$ cat src/rtl/sba_pkg.sv
// rtl/sba_pkg.sv - shared widths, state encoding and master ids for the SBA arbiter
//
// Purpose: common definitions imported by sba_arbiter and sba_watchdog.
//   ADDR_W/DAT_W/WE_W : SBA bus field widths
//   sba_state_e       : arbiter states IDLE/GNT0/GNT1/TURN
//   M0/M1             : master ids as stored in the last-grant register
package sba_pkg;

  localparam int ADDR_W = 32;
  localparam int DAT_W  = 32;
  localparam int WE_W   = 4;

  typedef enum logic [1:0] {
    IDLE = 2'd0,
    GNT0 = 2'd1,
    GNT1 = 2'd2,
    TURN = 2'd3
  } sba_state_e;

  localparam logic M0 = 1'b0;
  localparam logic M1 = 1'b1;

endpackage

$ cat src/rtl/sba_watchdog.sv
// rtl/sba_watchdog.sv - saturating cycle counter that flags a hung transaction
//
// Purpose: counts granted cycles of one transaction; o_expire is high while the
// count equals TIMEOUT-1, i.e. during the TIMEOUT-th strobe cycle.
// Ports:
//   i_clk     in  1  clock
//   i_rst     in  1  synchronous reset, active-low
//   i_clear   in  1  zero the counter (held while the arbiter is idle)
//   i_enable  in  1  count this cycle (arbiter is in a grant state)
//   o_expire  out 1  count has reached TIMEOUT-1
module sba_watchdog #(
  parameter int TIMEOUT = 64,
  parameter int TO_W    = 7
) (
  input  logic i_clk,
  input  logic i_rst,
  input  logic i_clear,
  input  logic i_enable,
  output logic o_expire
);

  logic [TO_W-1:0] cnt;

  // Saturates at all-ones so a long stall can never wrap back to a fresh count.
  always_ff @(posedge i_clk) begin
    if (!i_rst) begin
      cnt <= '0;
    end else if (i_clear) begin
      cnt <= '0;
    end else if (i_enable && (cnt != {TO_W{1'b1}})) begin
      cnt <= cnt + 1'b1;
    end
  end

  assign o_expire = (cnt == TO_W'(TIMEOUT - 1));

endmodule

$ cat src/rtl/sba_arbiter.sv
// rtl/sba_arbiter.sv - round-robin two-master arbiter for the SBA slave port
//
// Purpose: shares one SBA slave port between M0 (CPU) and M1 (DMA master). A grant
// lasts one whole transaction, is followed by one bus-idle turnaround cycle, and a
// watchdog ends transactions the slave never acknowledges with an error ack.
// Ports:
//   i_clk, i_rst                      clock, synchronous active-low reset
//   i_mX_stb/we/addr/dat_w            master X request, held until o_mX_ack
//   o_mX_dat_r/ack/err                master X response (ack is a 1-cycle pulse,
//                                     err qualifies it as a watchdog termination)
//   o_stb/we/addr/dat_w               slave-side request of the granted master
//   i_dat_r, i_ack                    slave response (already address-decoded)
module sba_arbiter
  import sba_pkg::*;
#(
  parameter int               TIMEOUT  = 64,
  parameter int               TO_W     = 7,
  parameter logic [DAT_W-1:0] ERR_DATA = 32'h0000_0000
) (
  input  logic              i_clk,
  input  logic              i_rst,
  input  logic              i_m0_stb,
  input  logic [WE_W-1:0]   i_m0_we,
  input  logic [ADDR_W-1:0] i_m0_addr,
  input  logic [DAT_W-1:0]  i_m0_dat_w,
  output logic [DAT_W-1:0]  o_m0_dat_r,
  output logic              o_m0_ack,
  output logic              o_m0_err,
  input  logic              i_m1_stb,
  input  logic [WE_W-1:0]   i_m1_we,
  input  logic [ADDR_W-1:0] i_m1_addr,
  input  logic [DAT_W-1:0]  i_m1_dat_w,
  output logic [DAT_W-1:0]  o_m1_dat_r,
  output logic              o_m1_ack,
  output logic              o_m1_err,
  output logic              o_stb,
  output logic [WE_W-1:0]   o_we,
  output logic [ADDR_W-1:0] o_addr,
  output logic [DAT_W-1:0]  o_dat_w,
  input  logic [DAT_W-1:0]  i_dat_r,
  input  logic              i_ack
);

  sba_state_e        state, state_nxt;
  logic              last, last_nxt;
  logic              wd_clear, wd_enable, wd_expire;
  logic              sel;
  logic              m_stb;
  logic [WE_W-1:0]   m_we;
  logic [ADDR_W-1:0] m_addr;
  logic [DAT_W-1:0]  m_dat_w;
  logic [DAT_W-1:0]  rsp_dat;

  sba_watchdog #(
    .TIMEOUT (TIMEOUT),
    .TO_W    (TO_W)
  ) u_watchdog (
    .i_clk    (i_clk),
    .i_rst    (i_rst),
    .i_clear  (wd_clear),
    .i_enable (wd_enable),
    .o_expire (wd_expire)
  );

  always_ff @(posedge i_clk) begin
    if (!i_rst) begin
      state <= IDLE;
      last  <= M1;
    end else begin
      state <= state_nxt;
      last  <= last_nxt;
    end
  end

  // Fields of whichever master the current grant state belongs to.
  always_comb begin
    sel     = (state == GNT1);
    m_stb   = sel ? i_m1_stb   : i_m0_stb;
    m_we    = sel ? i_m1_we    : i_m0_we;
    m_addr  = sel ? i_m1_addr  : i_m0_addr;
    m_dat_w = sel ? i_m1_dat_w : i_m0_dat_w;
    // A real slave ack beats a same-cycle watchdog expiry.
    rsp_dat = i_ack ? i_dat_r : ERR_DATA;
  end

  always_comb begin
    state_nxt  = state;
    last_nxt   = last;
    wd_clear   = 1'b0;
    wd_enable  = 1'b0;
    o_stb      = 1'b0;
    o_we       = '0;
    o_addr     = '0;
    o_dat_w    = '0;
    o_m0_ack   = 1'b0;
    o_m0_err   = 1'b0;
    o_m0_dat_r = '0;
    o_m1_ack   = 1'b0;
    o_m1_err   = 1'b0;
    o_m1_dat_r = '0;

    case (state)
      IDLE: begin
        wd_clear = 1'b1;
        if (i_m0_stb && i_m1_stb) begin
          state_nxt = (last == M0) ? GNT1 : GNT0;
        end else if (i_m0_stb) begin
          state_nxt = GNT0;
        end else if (i_m1_stb) begin
          state_nxt = GNT1;
        end
      end

      GNT0, GNT1: begin
        wd_enable = 1'b1;
        o_stb     = m_stb;
        o_we      = m_we;
        o_addr    = m_addr;
        o_dat_w   = m_dat_w;
        if (!m_stb) begin
          // Master abandoned the request: release the bus without an ack.
          state_nxt = TURN;
        end else if (i_ack || wd_expire) begin
          last_nxt  = sel;
          state_nxt = TURN;
          if (sel == M1) begin
            o_m1_ack   = 1'b1;
            o_m1_err   = !i_ack;
            o_m1_dat_r = rsp_dat;
          end else begin
            o_m0_ack   = 1'b1;
            o_m0_err   = !i_ack;
            o_m0_dat_r = rsp_dat;
          end
        end
      end

      // One strobe-free cycle lets registered slave acks fall before the next grant.
      TURN: state_nxt = IDLE;

      default: state_nxt = IDLE;
    endcase
  end

endmodule
$ cat config.mk
export PLATFORM = sky130hd
export DESIGN_NAME = sba_arbiter
export DESIGN_NICKNAME = d
export VERILOG_FILES = /design/src/rtl/sba_pkg.sv /design/src/rtl/sba_watchdog.sv /design/src/rtl/sba_arbiter.sv
export SDC_FILE = /design/constraint.sdc
export NUM_CORES = 1
export LEC_CHECK = 0
export ABC_CLOCK_PERIOD_IN_PS = 2400
export BUFFER_PORTS_ARGS = -buffer_cell sky130_fd_sc_hd__buf_2
export CAP_MARGIN = 20
export CORE_AREA = 2 2 122 124
export DETAILED_ROUTE_END_ITERATION = 6
export DIE_AREA = 0 0 124 126
export HOLD_SLACK_MARGIN = 0.06
export PLACE_DENSITY = 0.5
export SLEW_MARGIN = 15
export SYNTH_ARGS = -nofsm -noshare
export SYNTH_HDL_FRONTEND = slang
export SYNTH_HIERARCHICAL = 1
export SYNTH_SLANG_ARGS = --single-unit
$ cat constraint.sdc
create_clock -name i_clk -period 2.4 [get_ports i_clk]
set_input_delay 0.24 -clock i_clk [delete_from_list [all_inputs] [get_ports i_clk]]
set_output_delay 0.24 -clock i_clk [all_outputs]
set_load 0.005 [all_outputs]
==> results.yml, run 1 <==
logic_synthesis:
  syn-num-nets: 510
  ys_async_sr_fraction: 0
  synth_ff_type: "sky130_fd_sc_hd__dfxtp_1"
  synthesis.area_per_instance_sq_um: 6.23
  synth_edf_count: 0
  post_synth_xor_area_fraction: 0
  post_synthesis_sequential_element_count: 10
  combinational_family_with_the_most_area_after_synthesis: "simple AND/OR/NAND/NOR gates"
  synth_compound_area_frac: 0.0515
  muxShareOfSynthArea: 0.354
  mappedNetlistArea_sq_mm: 0.00207
  post_synth_inst_count: 332
  post_synth_fa_ha_maj_area_fraction: 0.0303
  synth_cell_type_count: 33
  synth-seq-area-share: 0.0969
  ys_warn_count: 6
  simple_gate_share_of_the_synthesized_area: 0.390
clocking:
  cts_max_path_buffers: 2
  number_of_gates_resized_after_cts: 0
  cts_tree: "done"
  htreeDepth: 1
  clk_transition_reported_paths_ns: 0.04
  clkSinkCount: 10
  cts.repair_timing.setup_buffer_count: 0
  cts_inserted_buffers: 3
  clk_latency_ns: 0.23
  root_buffer: "sky130_fd_sc_hd__clkbuf_16"
  cts_hold_buf: 0
worst_hold_path:
  min-delay-path-class: "in2reg"
sta:
  setup-violations-final: 0
  timing_worst_slew_pin_value_ns: 0.587
  finalClockSkew_ns: 0.000650
  whs_ns: 0.243
  report.final.slew_viol_count: 0
  setup_slack_ns: 0.174
  layout_min_cycle_time_ns: 2.23
  fin_setup_tns_ns: 0
  achievable-frequency_mhz: 449
  finalCritPeriodShare: 0.927
  rsz0062_at_grt: "false"
  max-slew-margin-rel: 0.608
  hold_viol_final: 0
global_routing:
  grt_use_met2: 0.204
  antenna_found_initial: 0
  largest_net_degree_at_the_start_of_global_routing: 69
  overflow: 0
  grt_util_met3: 0.00725
  grt_first_pass_wirelength_um: 12800
  grtUsageTotal: 0.0999
  vias_in_the_first_global_route: 2816
  busiest_layer: "met2"
  gr-usage-met1: 0.112
setup_path:
  cp.arrival_ns: 1.99
  crit_family: "simple AND/OR/NAND/NOR gates"
  path_class: "reg2out"
  crit_required_ns: 2.16
  crit_buf_inv: 4
  worst_path_largest_cell_delay_ns: 0.44
  worstPathMaxFanout: 26
  worstSetupEndpointType: "primary output"
  critical_path.startpoint_type: "flip-flop"
  crit_slowest_cell: "sky130_fd_sc_hd__or3_1"
  crit_path_cell_trace: "inv_1 -> ha_1 -> inv_2 -> or3_1 -> buf_6 -> nor2_1 -> buf_2"
die:
  floorplan.initialDensity: 0.144
  io-pin-count: 310
  core-area_sq_mm: 0.0143
  rows: 44
  die_height_um: 126
  die_w_um: 124
  design.die.area_sq_mm: 0.0156
final_layout:
  drive_above_1_share: 0.527
  most_frequent_standard_cell_in_the_layout_excluding_fill_and_tap_cells: "sky130_fd_sc_hd__buf_2"
  num-nets-final: 805
  syn_to_final_growth_pct: 87.7
  fillers: 1657
  most-common-layout-cells: "sky130_fd_sc_hd__buf_2, sky130_fd_sc_hd__nor2_1, sky130_fd_sc_hd__mux2i_1, sky130_fd_sc_hd__nand2_1, sky130_fd_sc_hd__dfxtp_1"
  antenna_diode_instance_count: 0
  final_cell_area_sq_mm: 0.00388
  final_core_utilization: 0.271
placed_design:
  globalplace.congestion: 0.736
  portBuffers: 309
  hpwl_um: 7840
  placed_area_sq_mm: 0.00378
  preCtsSetupSlack_ns: 0.390
pwr:
  power_leakage_nw: 2.20
  power_density_mw_per_mm2: 807
  ir_drop_v: 0.000482
detailed_routing:
  wl_per_cell_um: 11.4
  wirelength_um: 9250
  dr_total_vias: 3242
  first_pass_iters: 4
  drt.antenna.violating_nets: 0
  via_per_inst: 4.00
  detail_route.drc_violations: 0
  dr.first_iter.drc_count: 79
job:
  cap_violations: 0
status:
  outcome: "complete, no violations"
[power by group]
part	internal, W	switching, W
Sequential	0.000193	0.0000194
Combinational	0.00118	0.00141
Clock	0.000251	0.0000777
Total	0.00162	0.00151
[Yosys cell counts, types with 2 or more instances]
master	n	area share
sky130_fd_sc_hd__a31oi_1	4	0.012
sky130_fd_sc_hd__buf_2	8	0.019
sky130_fd_sc_hd__buf_4	2	0.0073
sky130_fd_sc_hd__buf_6	3	0.016
sky130_fd_sc_hd__clkbuf_1	13	0.024
sky130_fd_sc_hd__dfxtp_1	10	0.097
sky130_fd_sc_hd__ha_1	5	0.030
sky130_fd_sc_hd__inv_1	5	0.0091
sky130_fd_sc_hd__mux2i_1	73	0.35
sky130_fd_sc_hd__nand2_1	39	0.071
sky130_fd_sc_hd__nand2b_1	3	0.0091
sky130_fd_sc_hd__nand3_1	3	0.0073
sky130_fd_sc_hd__nor2_1	139	0.25
sky130_fd_sc_hd__nor2b_1	2	0.0061
sky130_fd_sc_hd__nor3_1	2	0.0048
sky130_fd_sc_hd__o21ai_0	3	0.0073
sky130_fd_sc_hd__o22ai_1	2	0.0061
[area by class of cell]
cell class | count | area (sq um) | share of cell area
Sequential cell | 10 | 200 | 0.0516
Inverter | 6 | 22.5 | 0.00580
Clock buffer | 4 | 88.8 | 0.0229
Multi-Input combinational cell | 290 | 1720 | 0.444
Tap cell | 184 | 230 | 0.0593
Timing Repair Buffer | 316 | 1620 | 0.416
[layer usage]
layer	share of wire	wire length (um)
met5	0	0
met4	0.0021	19
met3	0.092	853
met2	0.52	4790
met1	0.39	3590
[worst register-to-register path, cell delays in order (launching register included)]
cell                      delay (ns)
sky130_fd_sc_hd__dfxtp_1        0.37
sky130_fd_sc_hd__ha_1           0.20
sky130_fd_sc_hd__and4_4         0.28
sky130_fd_sc_hd__nand2_1        0.06
sky130_fd_sc_hd__nor2_1         0.22
sky130_fd_sc_hd__or2_0          0.14
sky130_fd_sc_hd__o31a_1         0.19
sky130_fd_sc_hd__mux2i_1        0.19
sky130_fd_sc_hd__and2_1         0.14
[worst paths after layout]
kind | endpoint | slack [ns] | from | cells past startpoint
hold / removal | last | 0.24 | i_rst | 2
setup / recovery | o_m0_dat_r[28] | 0.17 | state[1] | 7
setup reg to reg | state[1] | 0.56 | u_watchdog/cnt[0] | 8
hold reg to reg | state[0] | 0.46 | state[0] | 2
[state kept, by name, summed over array words and instances (netlist names)]
| register | count |
|---|---|
| last | 1 |
| state | 2 |
| u_watchdog/cnt | 7 |
[per-stage QoR]
step | power (W) | instances
3_3_place_gp | 0.00286 | 806
2_1_floorplan | 0.00179 | 332
6_report | 0.00313 | 810
5_1_grt | 0.00344 | 810
3_5_place_dp | 0.00285 | 806
4_1_cts | 0.00319 | 810
[cell families (layout without fill, tap and decap cells)]
group / count (synthesis) / count (layout)
fa+ha+maj: 5 / 5
mux: 73 / 73
flops: 10 / 10
simple gates: 198 / 198
buf+inv: 32 / 326
compound gates: 14 / 14
Note: power is estimated with default switching activity, not from simulation.
==> run 2, diff against run 1 <==
Settings changed: CORE_AREA 2 2 122 124 to 2 2 121 123, DIE_AREA 0 0 124 126 to 0 0 123 125, SYNTH_HIERARCHICAL 1 to unset.
==> run 2 against run 1 <==
- fmax up 1.4%
- highest routed layer unchanged
- clock skew about the same
- non-clock buffer count down 2
- largest cell class unchanged
- critical endpoint is now o_m1_dat_r[17]
- setup slack better by 0.031 ns
==> results.yml, run 2 <==
status:
  outcome: "complete, no violations"
logic_synthesis:
  synth_edf_count: 0
  synth_top_cells_by_area: "sky130_fd_sc_hd__mux2i_1, sky130_fd_sc_hd__nor2_1, sky130_fd_sc_hd__dfxtp_1, sky130_fd_sc_hd__nand2_1, sky130_fd_sc_hd__buf_2"
  yosysMostFrequentCell: "sky130_fd_sc_hd__nor2_1"
  synthTopCellsByCount: "sky130_fd_sc_hd__nor2_1, sky130_fd_sc_hd__mux2i_1, sky130_fd_sc_hd__nand2_1"
  mappedNetlistArea_sq_mm: 0.00202
  synth-seq-area-share: 0.0990
  synth_top_area_share: 0.356
  post_synth_inst_count: 329
  syn-num-nets: 505
  synth_ff_type: "sky130_fd_sc_hd__dfxtp_1"
  synth_top_area_cell: "sky130_fd_sc_hd__mux2i_1"
  synth_cell_type_count: 33
  post_synthesis_sequential_element_count: 10
  ys_warn_count: 0
  ys_async_sr_fraction: 0
  synthesis.area_per_instance_sq_um: 6.15
clocking:
  clkSinkCount: 10
  cts.repair_timing.setup_buffer_count: 0
  cts_tree: "done"
  cts_hold_buf: 0
  clk_transition_reported_paths_ns: 0.04
  htreeDepth: 1
  root_buffer: "sky130_fd_sc_hd__clkbuf_16"
  cts_max_path_buffers: 2
  number_of_gates_resized_after_cts: 0
  cts_inserted_buffers: 3
  clk_latency_ns: 0.23
global_routing:
  vias_in_the_first_global_route: 2779
  antenna_found_initial: 0
  grtUsageTotal: 0.106
  largest_net_degree_at_the_start_of_global_routing: 69
  overflow: 0
  grt_first_pass_wirelength_um: 13600
setup_path:
  worstPathMaxFanout: 28
  crit_required_ns: 2.16
  r2r_cells: 7
  startpoint: "state[1]"
  source_of_the_worst_register_to_register_timing_path: "state[1]"
  crit_path_cell_trace: "inv_1 -> ha_1 -> nand3_1 -> buf_12 -> nor2_1 -> buf_2"
  timing.critical_path.depth: 6
  worst_path_largest_cell_delay_ns: 0.40
  crit_slowest_cell: "sky130_fd_sc_hd__ha_1"
  crit_buf_inv: 3
  path_class: "reg2out"
  cp.arrival_ns: 1.95
  crit_family: "buffers and inverters"
  critical_path.startpoint_type: "flip-flop"
  worstSetupEndpointType: "primary output"
detailed_routing:
  detail_route.drc_violations: 0
  drt.antenna.violating_nets: 0
  via_per_inst: 3.95
  first_pass_iters: 4
  dr.first_iter.drc_count: 108
  wirelength_um: 9410
  dr_total_vias: 3169
  wl_per_cell_um: 11.7
sta:
  rsz0062_at_grt: "false"
  fin_setup_tns_ns: 0
  finalClockSkew_ns: 0.00114
  layout_min_cycle_time_ns: 2.19
  achievable-frequency_mhz: 456
  report.final.slew_viol_count: 0
  finalCritPeriodShare: 0.914
  hold_viol_final: 0
  setup-violations-final: 0
  max-slew-margin-rel: 0.591
  timing_worst_slew_pin_value_ns: 0.614
  setup_slack_ns: 0.205
die:
  die_w_um: 123
  design.die.area_sq_mm: 0.0154
  die_height_um: 125
  core-area_sq_mm: 0.0142
  io-pin-count: 310
  floorplan.initialDensity: 0.142
  rows: 44
pwr:
  ir_drop_v: 0.000588
  power_leakage_nw: 2.21
  power_density_mw_per_mm2: 917
final_layout:
  multi_input_comb_area_sq_mm: 0.00169
  fillers: 1629
  antenna_diode_instance_count: 0
  syn_to_final_growth_pct: 89.6
  num-nets-final: 797
  most-common-layout-cells: "sky130_fd_sc_hd__buf_2, sky130_fd_sc_hd__nor2_1, sky130_fd_sc_hd__mux2i_1, sky130_fd_sc_hd__nand2_1, sky130_fd_sc_hd__dfxtp_1"
  drive_above_1_share: 0.525
  largest_register: "u_watchdog.cnt"
  reg.largest.list: "u_watchdog.cnt: 7 flops, state: 2 flops, last: 1 flops"
  largest_reg_flops: 7
  most_frequent_standard_cell_in_the_layout_excluding_fill_and_tap_cells: "sky130_fd_sc_hd__buf_2"
  sequential_cell_area_sq_um: 200
worst_hold_path:
  min-delay-path-class: "in2reg"
  holdCritStartpoint: "i_rst"
  holdPathStages: 2
placed_design:
  globalplace.congestion: 0.771
  hpwl_um: 7730
  preCtsSetupSlack_ns: 0.458
  portBuffers: 309
job:
  cap_violations: 0
## run 2: metrics by stage
stage / total power [W] / instances / hold slack [ns] / utilization / area, sq um
floorplan: 0.00208 / 329 / 0.326 / - / 2020
CTS: 0.00361 / 803 / 0.250 / 0.270 / 3830
global placement: 0.00329 / 800 / 0.453 / 0.265 / 3760
finish: 0.00352 / 803 / 0.251 / 0.270 / 3830
detailed placement: 0.00329 / 800 / 0.453 / 0.265 / 3760
global route: 0.00389 / 803 / 0.256 / 0.270 / 3830
## run 2: final cells by class
| cell class | count | share of cell area |
|---|---|---|
| Sequential cell | 10 | 0.0522 |
| Multi-Input combinational cell | 287 | 0.440 |
| Tap cell | 184 | 0.0601 |
| Timing Repair Buffer | 314 | 0.423 |
| Clock buffer | 3 | 0.0196 |
| Inverter | 5 | 0.00490 |
## run 2: worst paths after layout
| check | end | slack [ns] |
|---|---|---|
| worst max-delay path | o_m1_dat_r[17] | 0.21 |
| worst min-delay path | last | 0.25 |
| worst max register to register | u_watchdog.cnt[1] | 0.60 |
| worst min register to register | state[0] | 0.45 |
## run 2: power by group
group	total (W)	switching, W	internal [W]
Sequential	0.000218	0.0000232	0.000195
Clock	0.000287	0.0000716	0.000216
Combinational	0.00301	0.00162	0.00139
## run 2: logic make-up after synthesis
logic type	count (synthesis)	share of synthesized area
flip-flops	10	0.0990
AND/OR/NAND/NOR	195	0.381
XOR/XNOR	2	0.00866
adder cells (fa/ha/maj)	3	0.0186
AO/OA/AOI/OAI	15	0.0637
buffers and inverters	32	0.0724
multiplexers	72	0.356
## run 2: routing by layer
layer	global-route usage	wire, um
met3	0.0178	844
met5	0	0
met1	0.124	3680
met4	0.0114	26
met2	0.203	4860
